`config.mk`:
```
export PLATFORM = sky130hd
export DESIGN_NAME = sw_debounce_flat
export DESIGN_NICKNAME = d
export VERILOG_FILES = /design/src/rtl/sw_pkg.sv /design/src/rtl/sw_debounce_if.sv /design/src/rtl/sw_debounce_bit.sv /design/src/rtl/sw_debounce.sv /design/src/flat_wrapper.sv
export SDC_FILE = /design/constraint.sdc
export NUM_CORES = 1
export LEC_CHECK = 0
export BUFFER_PORTS_ARGS = -buffer_cell sky130_fd_sc_hd__clkbuf_2
export CORE_ASPECT_RATIO = 0.75
export CORE_MARGIN = 4
export CORE_UTILIZATION = 45
export DETAILED_ROUTE_END_ITERATION = 7
export GPL_TIMING_DRIVEN = 0
export PLACE_DENSITY = 0.66
export SKIP_LAST_GASP = 1
export SYNTH_ARGS = -nofsm -noshare
export SYNTH_HDL_FRONTEND = slang
export SYNTH_SLANG_ARGS = --single-unit
```
`constraint.sdc`:
```
create_clock -name clk -period 7.9 [get_ports clk]
set_clock_uncertainty 0.05 [all_clocks]
set_input_delay 0.79 -clock clk [delete_from_list [all_inputs] [get_ports clk]]
set_output_delay 0.79 -clock clk [all_outputs]
set_load 0.01 [all_outputs]
```
`src/rtl/sw_pkg.sv`:
```
// Shared switch-path constants, also used by the priority-encoder/segment stage.
package sw_pkg;
    localparam int SW_W      = 9;
    localparam int DB_CYCLES = 20000;
    localparam int CNT_W     = 16;

    typedef enum logic [1:0] {
        EDGE_NONE = 2'd0,
        EDGE_RISE = 2'd1,
        EDGE_FALL = 2'd2
    } edge_e;
endpackage

```
`src/rtl/sw_debounce_if.sv`:
```
// Switch bundle between the board pins and the debounced consumers.
interface sw_debounce_if #(
    parameter int SW_W = sw_pkg::SW_W
);
    import sw_pkg::*;

    logic [SW_W-1:0] sw_raw;
    logic [SW_W-1:0] sw;
    logic [SW_W-1:0] sw_rise;
    logic [SW_W-1:0] sw_fall;
    logic            sw_changed;

    modport master (output sw_raw, input sw, sw_rise, sw_fall, sw_changed);
    modport slave  (input sw_raw, output sw, sw_rise, sw_fall, sw_changed);
endinterface

```
`src/rtl/sw_debounce_bit.sv`:
```
// One switch: two-flop synchronizer, stability counter, accepted level and edge pulses.
module sw_debounce_bit #(
    parameter int DB_CYCLES = sw_pkg::DB_CYCLES,
    parameter int CNT_W     = sw_pkg::CNT_W
) (
    input  logic clk,
    input  logic rst,
    input  logic i_raw,
    output logic o_stb,
    output logic o_rise,
    output logic o_fall
);
    import sw_pkg::*;

    localparam logic [CNT_W-1:0] LP_LAST = CNT_W'(DB_CYCLES - 1);

    logic             r_sync1;
    logic             r_sync2;
    logic [CNT_W-1:0] r_cnt;
    logic             r_stb;
    logic             r_rise;
    logic             r_fall;

    logic  w_diff;
    logic  w_done;
    edge_e w_edge;

    // The flip happens on the DB_CYCLES-th consecutive mismatching edge, so the
    // counter tops out at DB_CYCLES-1 and can never wrap.
    always_comb begin
        w_diff = r_sync2 ^ r_stb;
        w_done = w_diff && (r_cnt == LP_LAST);
        w_edge = EDGE_NONE;
        if (w_done) begin
            w_edge = r_sync2 ? EDGE_RISE : EDGE_FALL;
        end
    end

    always_ff @(posedge clk or posedge rst) begin
        if (rst) begin
            r_sync1 <= 1'b0;
            r_sync2 <= 1'b0;
            r_cnt   <= '0;
            r_stb   <= 1'b0;
            r_rise  <= 1'b0;
            r_fall  <= 1'b0;
        end else begin
            r_sync1 <= i_raw;
            r_sync2 <= r_sync1;
            if (!w_diff || w_done) begin
                r_cnt <= '0;
            end else begin
                r_cnt <= r_cnt + CNT_W'(1);
            end
            if (w_done) begin
                r_stb <= r_sync2;
            end
            r_rise <= (w_edge == EDGE_RISE);
            r_fall <= (w_edge == EDGE_FALL);
        end
    end

    assign o_stb  = r_stb;
    assign o_rise = r_rise;
    assign o_fall = r_fall;
endmodule

```
`src/rtl/sw_debounce.sv`:
```
// Debounces SW_W independent board switches; sw_changed flags any accepted flip.
module sw_debounce #(
    parameter int SW_W      = sw_pkg::SW_W,
    parameter int DB_CYCLES = sw_pkg::DB_CYCLES,
    parameter int CNT_W     = sw_pkg::CNT_W
) (
    input  logic          clk,
    input  logic          rst,
    sw_debounce_if.slave  bus
);
    import sw_pkg::*;

    logic [SW_W-1:0] w_stb;
    logic [SW_W-1:0] w_rise;
    logic [SW_W-1:0] w_fall;

    for (genvar g = 0; g < SW_W; g++) begin : g_bit
        sw_debounce_bit #(
            .DB_CYCLES (DB_CYCLES),
            .CNT_W     (CNT_W)
        ) u_bit (
            .clk    (clk),
            .rst    (rst),
            .i_raw  (bus.sw_raw[g]),
            .o_stb  (w_stb[g]),
            .o_rise (w_rise[g]),
            .o_fall (w_fall[g])
        );
    end

    assign bus.sw         = w_stb;
    assign bus.sw_rise    = w_rise;
    assign bus.sw_fall    = w_fall;
    // Both inputs are registered, so this pulse is glitch-free and one cycle wide.
    assign bus.sw_changed = |(w_rise | w_fall);
endmodule

```
`src/flat_wrapper.sv`:
```
// flat-port wrapper written by rule: the top's interface ports become plain ports
module sw_debounce_flat import sw_pkg::*;
#(
    parameter int SW_W      = sw_pkg::SW_W,
    parameter int DB_CYCLES = sw_pkg::DB_CYCLES,
    parameter int CNT_W     = sw_pkg::CNT_W
)
  (clk, rst, bus_sw_raw, bus_sw, bus_sw_rise, bus_sw_fall, bus_sw_changed);
  sw_debounce_if #(.SW_W(SW_W)) bus_i ();
  input  logic clk;
  input  logic rst;
  input wire logic [$bits(bus_i.sw_raw)-1:0] bus_sw_raw;
  output wire logic [$bits(bus_i.sw)-1:0] bus_sw;
  output wire logic [$bits(bus_i.sw_rise)-1:0] bus_sw_rise;
  output wire logic [$bits(bus_i.sw_fall)-1:0] bus_sw_fall;
  output wire logic [$bits(bus_i.sw_changed)-1:0] bus_sw_changed;
  assign bus_i.sw_raw = bus_sw_raw;
  assign bus_sw = bus_i.sw;
  assign bus_sw_rise = bus_i.sw_rise;
  assign bus_sw_fall = bus_i.sw_fall;
  assign bus_sw_changed = bus_i.sw_changed;
  sw_debounce #(.SW_W(SW_W), .DB_CYCLES(DB_CYCLES), .CNT_W(CNT_W)) u_core (.clk(clk), .rst(rst), .bus(bus_i));
endmodule
```
==> results of run 1 <==
sequential cells by signal, indices dropped and copies added (netlist names):
register	flops
u_core.g_bit.u_bit.o_rise	9
u_core.g_bit.u_bit.r_sync2	9
u_core.g_bit.u_bit.o_stb	9
u_core.g_bit.u_bit.o_fall	9
u_core.g_bit.u_bit.r_sync1	9
u_core.g_bit.u_bit.r_cnt	144
power breakdown:
part / internal (mW) / total (mW) / switching [mW] / leakage (nW)
Combinational: 0.0193 / 0.0612 / 0.0419 / 1.39
Sequential: 0.983 / 1.00 / 0.0168 / 2.58
Clock: 0.512 / 0.906 / 0.394 / 0.304
Total: 1.51 / 1.97 / 0.453 / 4.27
per-layer routing:
layer	vias to the layer above	global-route usage [%]	routed length [um]
li1	2967	-	-
met1	2803	24.1	8510
met2	81	22.7	6840
met3	13	3.47	512
met4	0	4.53	164
met5	-	0	0
kinds of logic (layout without fill, tap and decap cells):
| logic type | Yosys count | in the layout |
|---|---|---|
| simple gates | 418 | 418 |
| flops | 189 | 189 |
| xor+xnor | 125 | 125 |
| buf+inv | 52 | 123 |
| compound gates | 21 | 21 |
| fa+ha+maj | 9 | 9 |
| mux | 9 | 9 |
area by class of cell:
| class | instances | area share [%] |
|---|---|---|
| inverters | 11 | 0.493 |
| clock buffers | 17 | 4.30 |
| multi-input cells | 582 | 37.2 |
| flip-flops and latches | 189 | 47.8 |
| well taps | 247 | 3.12 |
| plain buffers | 41 | 2.91 |
| clock inverters | 15 | 2.03 |
| repair buffers | 39 | 2.20 |
worst paths after layout:
check	startpoint	end	slack (ns)	cells after the start
setup / recovery	u_core.g_bit[2].u_bit.o_fall$_DFF_PP0_	bus_sw_changed	4.96	3
hold / removal	u_core.g_bit[2].u_bit.r_sync1$_DFF_PP0_	u_core.g_bit[2].u_bit.r_sync2$_DFF_PP0_	0.30	0
setup reg to reg	u_core.g_bit[8].u_bit.r_cnt[0]$_DFF_PP0_	u_core.g_bit[8].u_bit.r_cnt[8]$_DFF_PP0_	5.57	5
hold reg to reg	u_core.g_bit[2].u_bit.r_sync1$_DFF_PP0_	u_core.g_bit[2].u_bit.r_sync2$_DFF_PP0_	0.30	0
max in group asynchronous	rst	u_core.g_bit[8].u_bit.o_rise$_DFF_PP0_	6.53	3
min in group asynchronous	rst	u_core.g_bit[0].u_bit.r_cnt[2]$_DFF_PP0_	0.38	2
stage by stage:
stage	TNS, ns	power [mW]
5_1_grt	0	2.04
3_5_place_dp	0	1.08
3_3_place_gp	-41.14	1.08
6_report	0	1.97
4_1_cts	0	2.00
2_1_floorplan	0	1.06
cell usage in the layout, fill, tap and decap left out, types with 12 or more instances in the layout:
master	synthesis	final
sky130_fd_sc_hd__dfrtp_1	189	189
sky130_fd_sc_hd__nor2_1	137	137
sky130_fd_sc_hd__xnor2_1	69	69
sky130_fd_sc_hd__xor2_1	56	56
sky130_fd_sc_hd__nand2_1	50	50
sky130_fd_sc_hd__nand3_1	45	45
sky130_fd_sc_hd__nand4_1	42	42
sky130_fd_sc_hd__clkbuf_2	1	39
sky130_fd_sc_hd__nor4_1	32	32
sky130_fd_sc_hd__buf_4	27	27
sky130_fd_sc_hd__nor3_1	21	21
sky130_fd_sc_hd__nor3b_1	20	20
sky130_fd_sc_hd__clkbuf_16	0	17
sky130_fd_sc_hd__and4_1	15	15
sky130_fd_sc_hd__or4_1	14	14
sky130_fd_sc_hd__and3_1	12	12
==> implementation parameters, run 1 <==
Parameter                              Value

Outcome
  Run status    finished, final reports clean

Synth
  Post-synth top area share    54.1%
  Dominant combinational cell family by area after synthesis    simple AND/OR/NAND/NOR gates
  Syn. warnings    0
  Compound-Gate Fraction of Synth Area    ~1.5%
  Sequential fraction of the synthesis area    between 50 and 60%
  Count of cell types in the netlist    37
  Multiplexer fraction of the synthesized cell area    about 1.3%
  Cell with the most instances after synthesis    sky130_fd_sc_hd__dfrtp_1
  Netlist Area Pre-Place    approximately 0.009 mm2
  Cell count after synthesis    slightly above 800
  Async set or reset register ratio after synthesis    100%
  Average cell area after synthesis    roughly 11 um2
  Commonest register cell after synthesis    sky130_fd_sc_hd__dfrtp_1
  Fraction of the mapped netlist area in adder cells    1.29%
  Total nets after synthesis    843
  Fraction of synthesized cell area in xor and xnor cells    approximately 13%
  Most instantiated cells after synthesis    189 x sky130_fd_sc_hd__dfrtp_1, 137 x sky130_fd_sc_hd__nor2_1, 69 x sky130_fd_sc_hd__xnor2_1
  Number of synthesized register bits    189
  Post-synth top area cell    sky130_fd_sc_hd__dfrtp_1
  Count of flip-flops with a built-in enable after synthesis    0
  Synth Area in Simple Gates    25.5%
  Biggest area contributors in the synthesized netlist    sky130_fd_sc_hd__dfrtp_1 54%, sky130_fd_sc_hd__xnor2_1 6.9%, sky130_fd_sc_hd__nor2_1 5.9%, sky130_fd_sc_hd__xor2_1 5.6%, sky130_fd_sc_hd__nand4_1 3.0%

Route
  Routed wire length    between 15 and 20 mm
  Overall via count from detail_route    5,864
  Antenna violation net count after detailed routing    0
  Remaining routing DRC violations    0
  Average wire per standard cell    14.0 um
  Count of TritonRoute iterations in the first routing pass    5
  Via-to-Cell Ratio    just over 5
  Number of DRC markers in iteration 0    501

Floorplan
  Die outline area    0.0217 mm2
  Chip width    ~170 um
  Effective utilization at floorplan    a little under half
  Die Height    ~130 um
  Number of cell rows    43
  Placeable core area    ~0.019 mm2
  Num ports    39

Finish
  Nets    approximately 900
  Diode insertion count for antenna repair    0
  Final Non-Filler Cells    roughly 1,100
  Count of filler cells inserted in the layout    about 1,700
  Sequential cell area in the final layout    roughly 0.0047 mm2
  Area growth from synthesis to layout    13.3%
  Design area    0.00990 mm2
  Final design utilization    52.7%
  Share of layout cells above drive strength 1    ~15%
  Combined area of the multi-input logic cells    about 0.0037 mm2

Setup path
  Slowest stage cell on the critical path    sky130_fd_sc_hd__or4_1
  Stage delay of the slowest cell on the critical path    0.60 ns
  Required time of the critical path    7.06 ns
  Delay-heaviest family, CP    simple AND/OR/NAND/NOR gates
  Crit path max fanout    2
  Arrival time at the worst endpoint    between 2 and 2.5 ns
  Critical path start-end classification    register to primary output
  Crit path top cell by count    sky130_fd_sc_hd__or4_1
  Ordered cell list for the critical path    or4_1 -> or4_1 -> clkbuf_2
  Category of the worst setup path launch point    register
  Crit path capture type    primary output
  WP buf/inv    1

Clock tree
  Clock tree from TritonCTS    done
  CTS buffer count    17
  Number of H-tree levels    4
  Clk_lat worst skew    0.43 ns
  CTS Hold Bufs    0
  Maximum clock insertion buffer count    2
  Gates resized, CTS repair    0
  Clock root buffer    sky130_fd_sc_hd__clkbuf_16
  Clock transition at the registers of the reported paths    roughly 0.07 ns
  Buffers inserted by post-CTS timing repair    0
  Clock sink count    about 190

STA
  Worst Max-Slew Pin Slew    approximately 0.77 ns
  Final-layout worst hold slack    ~0.3 ns
  Worst slew margin    48.6%
  Final period demand of the worst path    2.94 ns
  Setup repair after global routing missed its margin    no
  Fmax    between 300 and 400 MHz
  Number of pins exceeding their max-slew limit in the final report    0
  Setup-failing EPs final    0
  Setup slack of the critical path after layout    around 5 ns
  Final hold viol count    0
  Final worst-path cycle share    between 30 and 40%

Pwr
  Max VDD drop    roughly 130 uV
  PD cells    just under 200 mW/mm2
  Leakage component of the power    about 4.3 nW

Placement
  Post-place setup slack    approximately 5.4 ns
  Placed Cells incl. Taps    approximately 1,100
  Routability-driven placement congestion ratio    slightly above 0.8
  Placed Instance Area    a little over 0.009 mm2
  Detailed placement HPWL    11.0 mm
  IO Port Bufs    38

Hold path
  Kind of path behind the tightest hold check    register to register

GRT
  Global route total overflow    0
  First-pass GRT wire length    ~28 mm
  Largest net degree at the start of global routing    about 110
  Number of antenna violations at the first check in global routing    0
  Number of global-route vias before repair    approximately 5,700
  Tot GR Track Use    around 16%

Job
  Number of violations of the max-capacitance limit    0
Power figures use the tool's default switching activity.
==> run 2, diff against run 1 <==
--- a/config.mk
+++ b/config.mk
@@ -11,7 +11,7 @@
 export CORE_UTILIZATION = 45
 export DETAILED_ROUTE_END_ITERATION = 7
 export GPL_TIMING_DRIVEN = 0
-export PLACE_DENSITY = 0.66
+export PLACE_DENSITY = 0.69
 export SKIP_LAST_GASP = 1
 export SYNTH_ARGS = -nofsm -noshare
 export SYNTH_HDL_FRONTEND = slang
==> constraint.sdc (replaced) <==
create_clock -name clk -period 2.7 [get_ports clk]
set_clock_uncertainty 0.05 [all_clocks]
set_input_delay 0.27 -clock clk [delete_from_list [all_inputs] [get_ports clk]]
set_output_delay 0.27 -clock clk [all_outputs]
set_load 0.01 [all_outputs]
==> implementation parameters, run 2 (synthesis gave the netlist of run 1 again) <==
Parameter                              Value

Floorplan
  Effective utilization at floorplan    46.6% (unchanged)
  Num ports    39 (unchanged)
  Chip width    169 um (unchanged)
  Die outline area    0.0217 mm2 (unchanged)
  Die Height    129 um (unchanged)
  Placeable core area    0.0188 mm2 (unchanged)
  Number of cell rows    43 (unchanged)

Clock tree
  Clock root buffer    sky130_fd_sc_hd__clkbuf_16 (unchanged)
  Gates resized, CTS repair    0 (unchanged)
  Clk_lat worst skew    0.43 ns (about the same)
  Buffers inserted by post-CTS timing repair    0 (unchanged)
  Clock tree from TritonCTS    done (unchanged)
  Clock sink count    189 (unchanged)
  CTS buffer count    17 (unchanged)
  Number of H-tree levels    4 (unchanged)
  Maximum clock insertion buffer count    2 (unchanged)
  Clock transition at the registers of the reported paths    0.06 ns (was 0.07 ns)

Finish
  Leading cell types in the layout, fill and taps excluded    189 x sky130_fd_sc_hd__dfrtp_1, 137 x sky130_fd_sc_hd__nor2_1, 69 x sky130_fd_sc_hd__xnor2_1, 56 x sky130_fd_sc_hd__xor2_1, 50 x sky130_fd_sc_hd__nand2_1 (unchanged)
  Flip-flop count of the largest register, all copies and words added    144 (unchanged)
  Nets    915 (was 901)
  Area growth from synthesis to layout    14.3% (was 13.3%)
  Final design utilization    53.2% (was 52.7%)
  Biggest register    u_core.g_bit.u_bit.r_cnt (unchanged)
  Share of layout cells above drive strength 1    14.2% (was 14.5%)
  Diode insertion count for antenna repair    0 (unchanged)
  Most common cell after layout, fill and taps aside    sky130_fd_sc_hd__dfrtp_1 (unchanged)

STA
  Setup slack of the critical path after layout    0.312 ns (was 4.96 ns)
  Setup-failing EPs final    0 (unchanged)
  Final worst-path cycle share    88.5%
  Fmax    419 MHz
  Final-layout worst hold slack    0.298 ns (was 0.302 ns)
  Worst Max-Slew Pin Slew    0.765 ns (about the same)
  Number of pins exceeding their max-slew limit in the final report    0 (unchanged)
  Setup repair after global routing missed its margin    no (unchanged)
  Worst slew margin    48.5% (was 48.6%)
  Final period demand of the worst path    2.39 ns
  Final hold viol count    0 (unchanged)

GRT
  Largest net degree at the start of global routing    44 (was 112)
  First-pass GRT wire length    28.1 mm (was 28.0 mm)
  Global route total overflow    0 (unchanged)
  Number of global-route vias before repair    5,733 (was 5,675)
  Tot GR Track Use    15.8% (about the same)
  Number of antenna violations at the first check in global routing    0 (unchanged)

Setup path
  Crit path top cell by count    sky130_fd_sc_hd__or4_1 (unchanged)
  Crit path capture type    primary output (unchanged)
  Critical Path Sink    bus_sw_changed (unchanged)
  Critical path start-end classification    register to primary output (unchanged)
  Reg-to-reg endpoint    u_core.g_bit[4].u_bit.r_cnt[5]$_DFF_PP0_ (was u_core.g_bit[8].u_bit.r_cnt[8]$_DFF_PP0_)
  Required time of the critical path    2.38 ns (was 7.06 ns)
  Ordered cell list for the critical path    or4_1 -> or4_1 -> clkbuf_2 (unchanged)
  Stage delay of the slowest cell on the critical path    0.63 ns (was 0.60 ns)
  Category of the worst setup path launch point    register (unchanged)
  Worst setup path start    u_core.g_bit[1].u_bit.o_fall$_DFF_PP0_ (was u_core.g_bit[2].u_bit.o_fall$_DFF_PP0_)
  Slowest stage cell on the critical path    sky130_fd_sc_hd__or4_1 (unchanged)
  Crit path max fanout    2 (unchanged)
  Cells on worst reg2reg path    7 (was 5)
  Arrival time at the worst endpoint    2.07 ns (was 2.10 ns)
  Source of the worst register-to-register timing path    u_core.g_bit[4].u_bit.r_cnt[0]$_DFF_PP0_ (was u_core.g_bit[8].u_bit.r_cnt[0]$_DFF_PP0_)
  Register-to-register setup slack    0.40 ns (was 5.57 ns)

Placement
  Routability-driven placement congestion ratio    0.833 (was 0.827)
  Detailed placement HPWL    11.3 mm (was 11.0 mm)
  IO Port Bufs    38 (unchanged)
  Post-place setup slack    0.418 ns (was 5.39 ns)

Hold path
  Kind of path behind the tightest hold check    register to register (unchanged)

Pwr
  Leakage component of the power    4.31 nW (was 4.27 nW)
  Max VDD drop    334 uV (was 130 uV)
  PD cells    547 mW/mm2 (was 199 mW/mm2)

Route
  Average wire per standard cell    14.0 um (about the same)
  Routed wire length    16.1 mm (was 16.0 mm)
  Antenna violation net count after detailed routing    0 (unchanged)
  Count of TritonRoute iterations in the first routing pass    5 (unchanged)
  Via-to-Cell Ratio    5.13 (was 5.14)
  Remaining routing DRC violations    0 (unchanged)
  Overall via count from detail_route    5,920 (was 5,864)
  Number of DRC markers in iteration 0    358 (was 501)

Job
  Number of violations of the max-capacitance limit    0 (unchanged)

Outcome
  Run status    finished, final reports clean (unchanged)
==> run 2: cell types whose count changed in the layout (fill, tap and decap cells not counted), sizes merged <==
cell / previous run / this run
dlygate4sd3: 0 / 10
bufinv: 3 / 1
clkbuf: 64 / 71
clkinv: 2 / 6
inv: 19 / 10
buf: 33 / 37
clkinvlp: 2 / 1
==> run 2: layout make-up <==
class                           count  area, um2
Timing Repair Buffer               53        390
Clock buffer                       24        482
Fill cell                        1611       8790
Buffer                             41        288
Sequential cell                   189       4730
Multi-Input combinational cell    582       3680
Inverter                           11       45.0
Clock inverter                      7       63.8
Tap cell                          247        309
==> run 2: repair_timing <==
action,CTS,global route
endpoints found under the hold margin,21,0
endpoints found under the setup margin,0,0
hold buffers,10,0
==> run 2: per-stage QoR <==
stage	cells	TNS, ns	power, mW	area, um2
finish	1154	0	5.47	9990
global route	1154	0	5.71	9990
CTS	1154	0	5.54	9990
detailed placement	1113	0	3.18	9340
global placement	1108	-225.19	3.16	9240
floorplan	823	-10.30	3.10	8740
==> run 2: how the worst min path moves through the flow <==
stage | from | end | slack [ns] | cells past startpoint
floorplan | bus_sw_raw[0] | u_core.g_bit[0].u_bit.r_sync1$_DFF_PP0_ | 0.25 | 0
global placement | u_core.g_bit[8].u_bit.r_sync1$_DFF_PP0_ | u_core.g_bit[8].u_bit.r_sync2$_DFF_PP0_ | 0.28 | 0
detailed placement | rst | u_core.g_bit[7].u_bit.r_cnt[11]$_DFF_PP0_ | 0.21 | 2
CTS | u_core.g_bit[2].u_bit.r_sync1$_DFF_PP0_ | u_core.g_bit[2].u_bit.r_sync2$_DFF_PP0_ | 0.30 | 0
global route | u_core.g_bit[4].u_bit.r_sync1$_DFF_PP0_ | u_core.g_bit[4].u_bit.r_sync2$_DFF_PP0_ | 0.31 | 0
finish | u_core.g_bit[2].u_bit.r_sync1$_DFF_PP0_ | u_core.g_bit[2].u_bit.r_sync2$_DFF_PP0_ | 0.30 | 0
==> run 2: metal layers <==
metal  global-route usage, %  vias to the layer above  share of wire [%]
li1                        -                     2988                  -
met1                    23.3                     2834                 51
met2                    23.6                       85                 44
met3                    3.72                       13                3.6
met4                    4.25                        0                1.1
met5                       0                        -                  0
==> run 2: worst max-delay path: cells and delay by family (launching register included) <==
kind | cells | cell delay, ns
AND/OR/NAND/NOR | 2 | 1.14
flip-flops | 1 | 0.37
buffers and inverters | 1 | 0.14
==> run 2: report_power, final <==
| group | leakage (nW) | total, mW | internal, mW | switching (mW) |
|---|---|---|---|---|
| registers | 2.58 | 2.93 | 2.88 | 0.0490 |
| clock network | 0.274 | 2.33 | 1.33 | 1.00 |
| logic | 1.46 | 0.203 | 0.0762 | 0.127 |
==> run 3, diff against run 2 <==
--- a/config.mk
+++ b/config.mk
@@ -6,7 +6,6 @@
 export NUM_CORES = 1
 export LEC_CHECK = 0
 export BUFFER_PORTS_ARGS = -buffer_cell sky130_fd_sc_hd__clkbuf_2
-export CORE_ASPECT_RATIO = 0.75
 export CORE_MARGIN = 4
 export CORE_UTILIZATION = 45
 export DETAILED_ROUTE_END_ITERATION = 7
==> implementation parameters, run 3 (synthesis gave the netlist of run 1 again) <==
Parameter                              Value

Outcome
  Run status    finished, final reports clean (unchanged)

Clock tree
  Clock tree from TritonCTS    done (unchanged)
  Clock root buffer    sky130_fd_sc_hd__clkbuf_16 (unchanged)
  CTS buffer count    17 (unchanged)
  Buffers inserted by post-CTS timing repair    0 (unchanged)
  Clock sink count    189 (unchanged)
  Number of H-tree levels    4 (unchanged)
  Clk_lat worst skew    0.43 ns (about the same)
  CTS Hold Bufs    10 (unchanged)
  Gates resized, CTS repair    0 (unchanged)
  Clock transition at the registers of the reported paths    0.06 ns (about the same)
  Maximum clock insertion buffer count    2 (unchanged)

Pwr
  Switch Pwr    1.21 mW (was 1.18 mW)
  Clock Power Share    45.8% (was 42.7%)
  Leakage component of the power    4.34 nW (was 4.31 nW)
  Share of power burned in registers    50.7% (was 53.6%)
  PD cells    572 mW/mm2 (was 547 mW/mm2)
  Max VDD drop    466 uV (was 334 uV)
  Overall power    5.77 mW (was 5.47 mW)
  Power share of the combinational group    3.5% (was 3.7%)
  Fraction of power spent switching nets    21.1% (was 21.5%)
  Internal power component    4.55 mW (was 4.29 mW)

Hold path
  Kind of path behind the tightest hold check    register to register (unchanged)
  Startpoint of the worst hold path    u_core.g_bit[8].u_bit.r_sync1$_DFF_PP0_ (was u_core.g_bit[2].u_bit.r_sync1$_DFF_PP0_)
  Hold Path Cell Cnt    0 (unchanged)

STA
  Setup slack of the critical path after layout    0.424 ns (was 0.312 ns)
  Final-layout worst hold slack    0.299 ns (was 0.298 ns)
  Worst Max-Slew Pin Slew    0.721 ns (was 0.765 ns)
  Final period demand of the worst path    2.28 ns (was 2.39 ns)
  Setup repair after global routing missed its margin    no (unchanged)
  Number of pins exceeding their max-slew limit in the final report    0 (unchanged)
  Final worst-path cycle share    84.3% (was 88.5%)
  Worst slew margin    51.6% (was 48.5%)
  Setup-failing EPs final    0 (unchanged)
  Fmax    439 MHz (was 419 MHz)
  Final hold viol count    0 (unchanged)

GRT
  Largest net degree at the start of global routing    43 (was 44)
  Global route total overflow    0 (unchanged)
  Number of global-route vias before repair    5,657 (was 5,733)
  Tot GR Track Use    15.2% (was 15.8%)
  Global-route met2 utilization    23.8% (was 23.6%)
  Global routing met3 resource utilization    3.80% (was 3.72%)
  First-pass GRT wire length    27.0 mm (was 28.1 mm)
  Global routing met1 resource utilization    21.2% (was 23.3%)
  Gr busiest metal    met2 (unchanged)
  Number of antenna violations at the first check in global routing    0 (unchanged)

Setup path
  Ordered cell list for the critical path    nor4_1 -> nand3_1 -> or4_1 -> clkbuf_2 (was or4_1 -> or4_1 -> clkbuf_2)
  WP buf/inv    1 (unchanged)
  Required time of the critical path    2.38 ns (about the same)
  Critical path depth in cells    4 (was 3)
  Category of the worst setup path launch point    register (unchanged)
  Crit path max fanout    2 (unchanged)
  Stage delay of the slowest cell on the critical path    0.43 ns (was 0.63 ns)
  Critical path start-end classification    register to primary output (unchanged)
  Delay-heaviest family, CP    simple AND/OR/NAND/NOR gates (unchanged)
  Worst setup path start    u_core.g_bit[3].u_bit.o_fall$_DFF_PP0_ (was u_core.g_bit[1].u_bit.o_fall$_DFF_PP0_)
  Cells on worst reg2reg path    5 (was 7)
  Crit path capture type    primary output (unchanged)
  Arrival time at the worst endpoint    1.96 ns (was 2.07 ns)
  Source of the worst register-to-register timing path    u_core.g_bit[8].u_bit.r_cnt[0]$_DFF_PP0_ (was u_core.g_bit[4].u_bit.r_cnt[0]$_DFF_PP0_)
  Slowest stage cell on the critical path    sky130_fd_sc_hd__or4_1 (unchanged)

Floorplan
  Num ports    39 (unchanged)
  Number of cell rows    50 (was 43)
  Die Height    147 um (was 129 um)
  Chip width    147 um (was 169 um)
  Die outline area    0.0217 mm2 (about the same)
  Effective utilization at floorplan    46.3% (was 46.6%)
  Placeable core area    0.0189 mm2 (was 0.0188 mm2)

Finish
  Biggest register    u_core.g_bit.u_bit.r_cnt (unchanged)
  Flip-flop count of the largest register, all copies and words added    144 (unchanged)
  Final Non-Filler Cells    1,169 (was 1,154)
  Count of filler cells inserted in the layout    1,687 (was 1,611)
  Most common cell after layout, fill and taps aside    sky130_fd_sc_hd__dfrtp_1 (unchanged)
  Area growth from synthesis to layout    15.4% (was 14.3%)
  Leading cell types in the layout, fill and taps excluded    189 x sky130_fd_sc_hd__dfrtp_1, 137 x sky130_fd_sc_hd__nor2_1, 69 x sky130_fd_sc_hd__xnor2_1, 56 x sky130_fd_sc_hd__xor2_1, 50 x sky130_fd_sc_hd__nand2_1 (unchanged)
  Design area    0.0101 mm2 (was 0.00999 mm2)
  Share of layout cells above drive strength 1    14.4% (was 14.2%)
  Nets    915 (unchanged)

Placement
  Post-place setup slack    0.440 ns (was 0.418 ns)
  IO Port Bufs    38 (unchanged)
  Routability-driven placement congestion ratio    0.820 (was 0.833)
  Placed Cells incl. Taps    1,126 (was 1,113)
  Placed Instance Area    0.00936 mm2 (was 0.00934 mm2)
  Detailed placement HPWL    11.0 mm (was 11.3 mm)

Route
  Routed wire length    15.8 mm (was 16.1 mm)
  Remaining routing DRC violations    0 (unchanged)
  Antenna violation net count after detailed routing    0 (unchanged)
  Average wire per standard cell    13.5 um (was 14.0 um)
  Number of DRC markers in iteration 0    285 (was 358)
  Via-to-Cell Ratio    5.07 (was 5.13)
  Count of TritonRoute iterations in the first routing pass    4 (was 5)
  Overall via count from detail_route    5,922 (was 5,920)

Job
  Number of violations of the max-capacitance limit    0 (unchanged)
-- run 3: cell types whose count changed in the layout (fill, tap and decap cells not counted) --
cell	delta
sky130_fd_sc_hd__diode_2	+1
sky130_fd_sc_hd__clkbuf_8	-1
sky130_fd_sc_hd__clkbuf_1	-1
sky130_fd_sc_hd__clkinvlp_4	+2
sky130_fd_sc_hd__bufinv_16	+3
sky130_fd_sc_hd__clkinv_2	-3
sky130_fd_sc_hd__clkinv_4	+1
-- run 3: cell type report --
class / count / area [um2] / area share, %
clock inverter: 10 / 163 / 1.61
inverter: 11 / 45.0 / 0.446
multi-input combinational: 582 / 3680 / 36.5
buffer: 41 / 288 / 2.85
clock buffer: 22 / 464 / 4.60
timing repair buffer: 53 / 390 / 3.87
sequential: 189 / 4730 / 46.9
tap: 260 / 325 / 3.22
antenna: 1 / 2.50 / 0.0248
-- run 3: per-layer routing --
layer | vias to the layer above | share of wire, %
li1 | 2991 | -
met1 | 2837 | 50
met2 | 77 | 46
met3 | 17 | 3.1
met4 | 0 | 1.1
met5 | - | 0
-- run 3: final timing paths --
check	endpoint	slack, ns
min in group asynchronous	u_core.g_bit[7].u_bit.r_cnt[4]$_DFF_PP0_	0.37
max in group asynchronous	u_core.g_bit[8].u_bit.r_cnt[0]$_DFF_PP0_	1.48
hold reg to reg	u_core.g_bit[8].u_bit.r_sync2$_DFF_PP0_	0.30
hold / removal	u_core.g_bit[8].u_bit.r_sync2$_DFF_PP0_	0.30
setup / recovery	bus_sw_changed	0.42
setup reg to reg	u_core.g_bit[8].u_bit.r_cnt[5]$_DFF_PP0_	0.45
-- run 3: power groups by stage --
stage	logic [mW]	clock network, mW	registers, mW
floorplan	0.132	0	2.97
global placement	0.177	0	2.98
detailed placement	0.196	0	2.98
CTS	0.210	2.72	2.93
global route	0.235	2.84	2.93
finish	0.201	2.64	2.93
-- run 3: through the flow --
step / utilization (%) / setup TNS [ns]
after floorplan: - / -10.30
after global placement: 49.0 / -223.94
after detailed placement: 49.5 / 0
after CTS: 53.4 / 0
after global routing: 53.4 / 0
final: 53.4 / 0
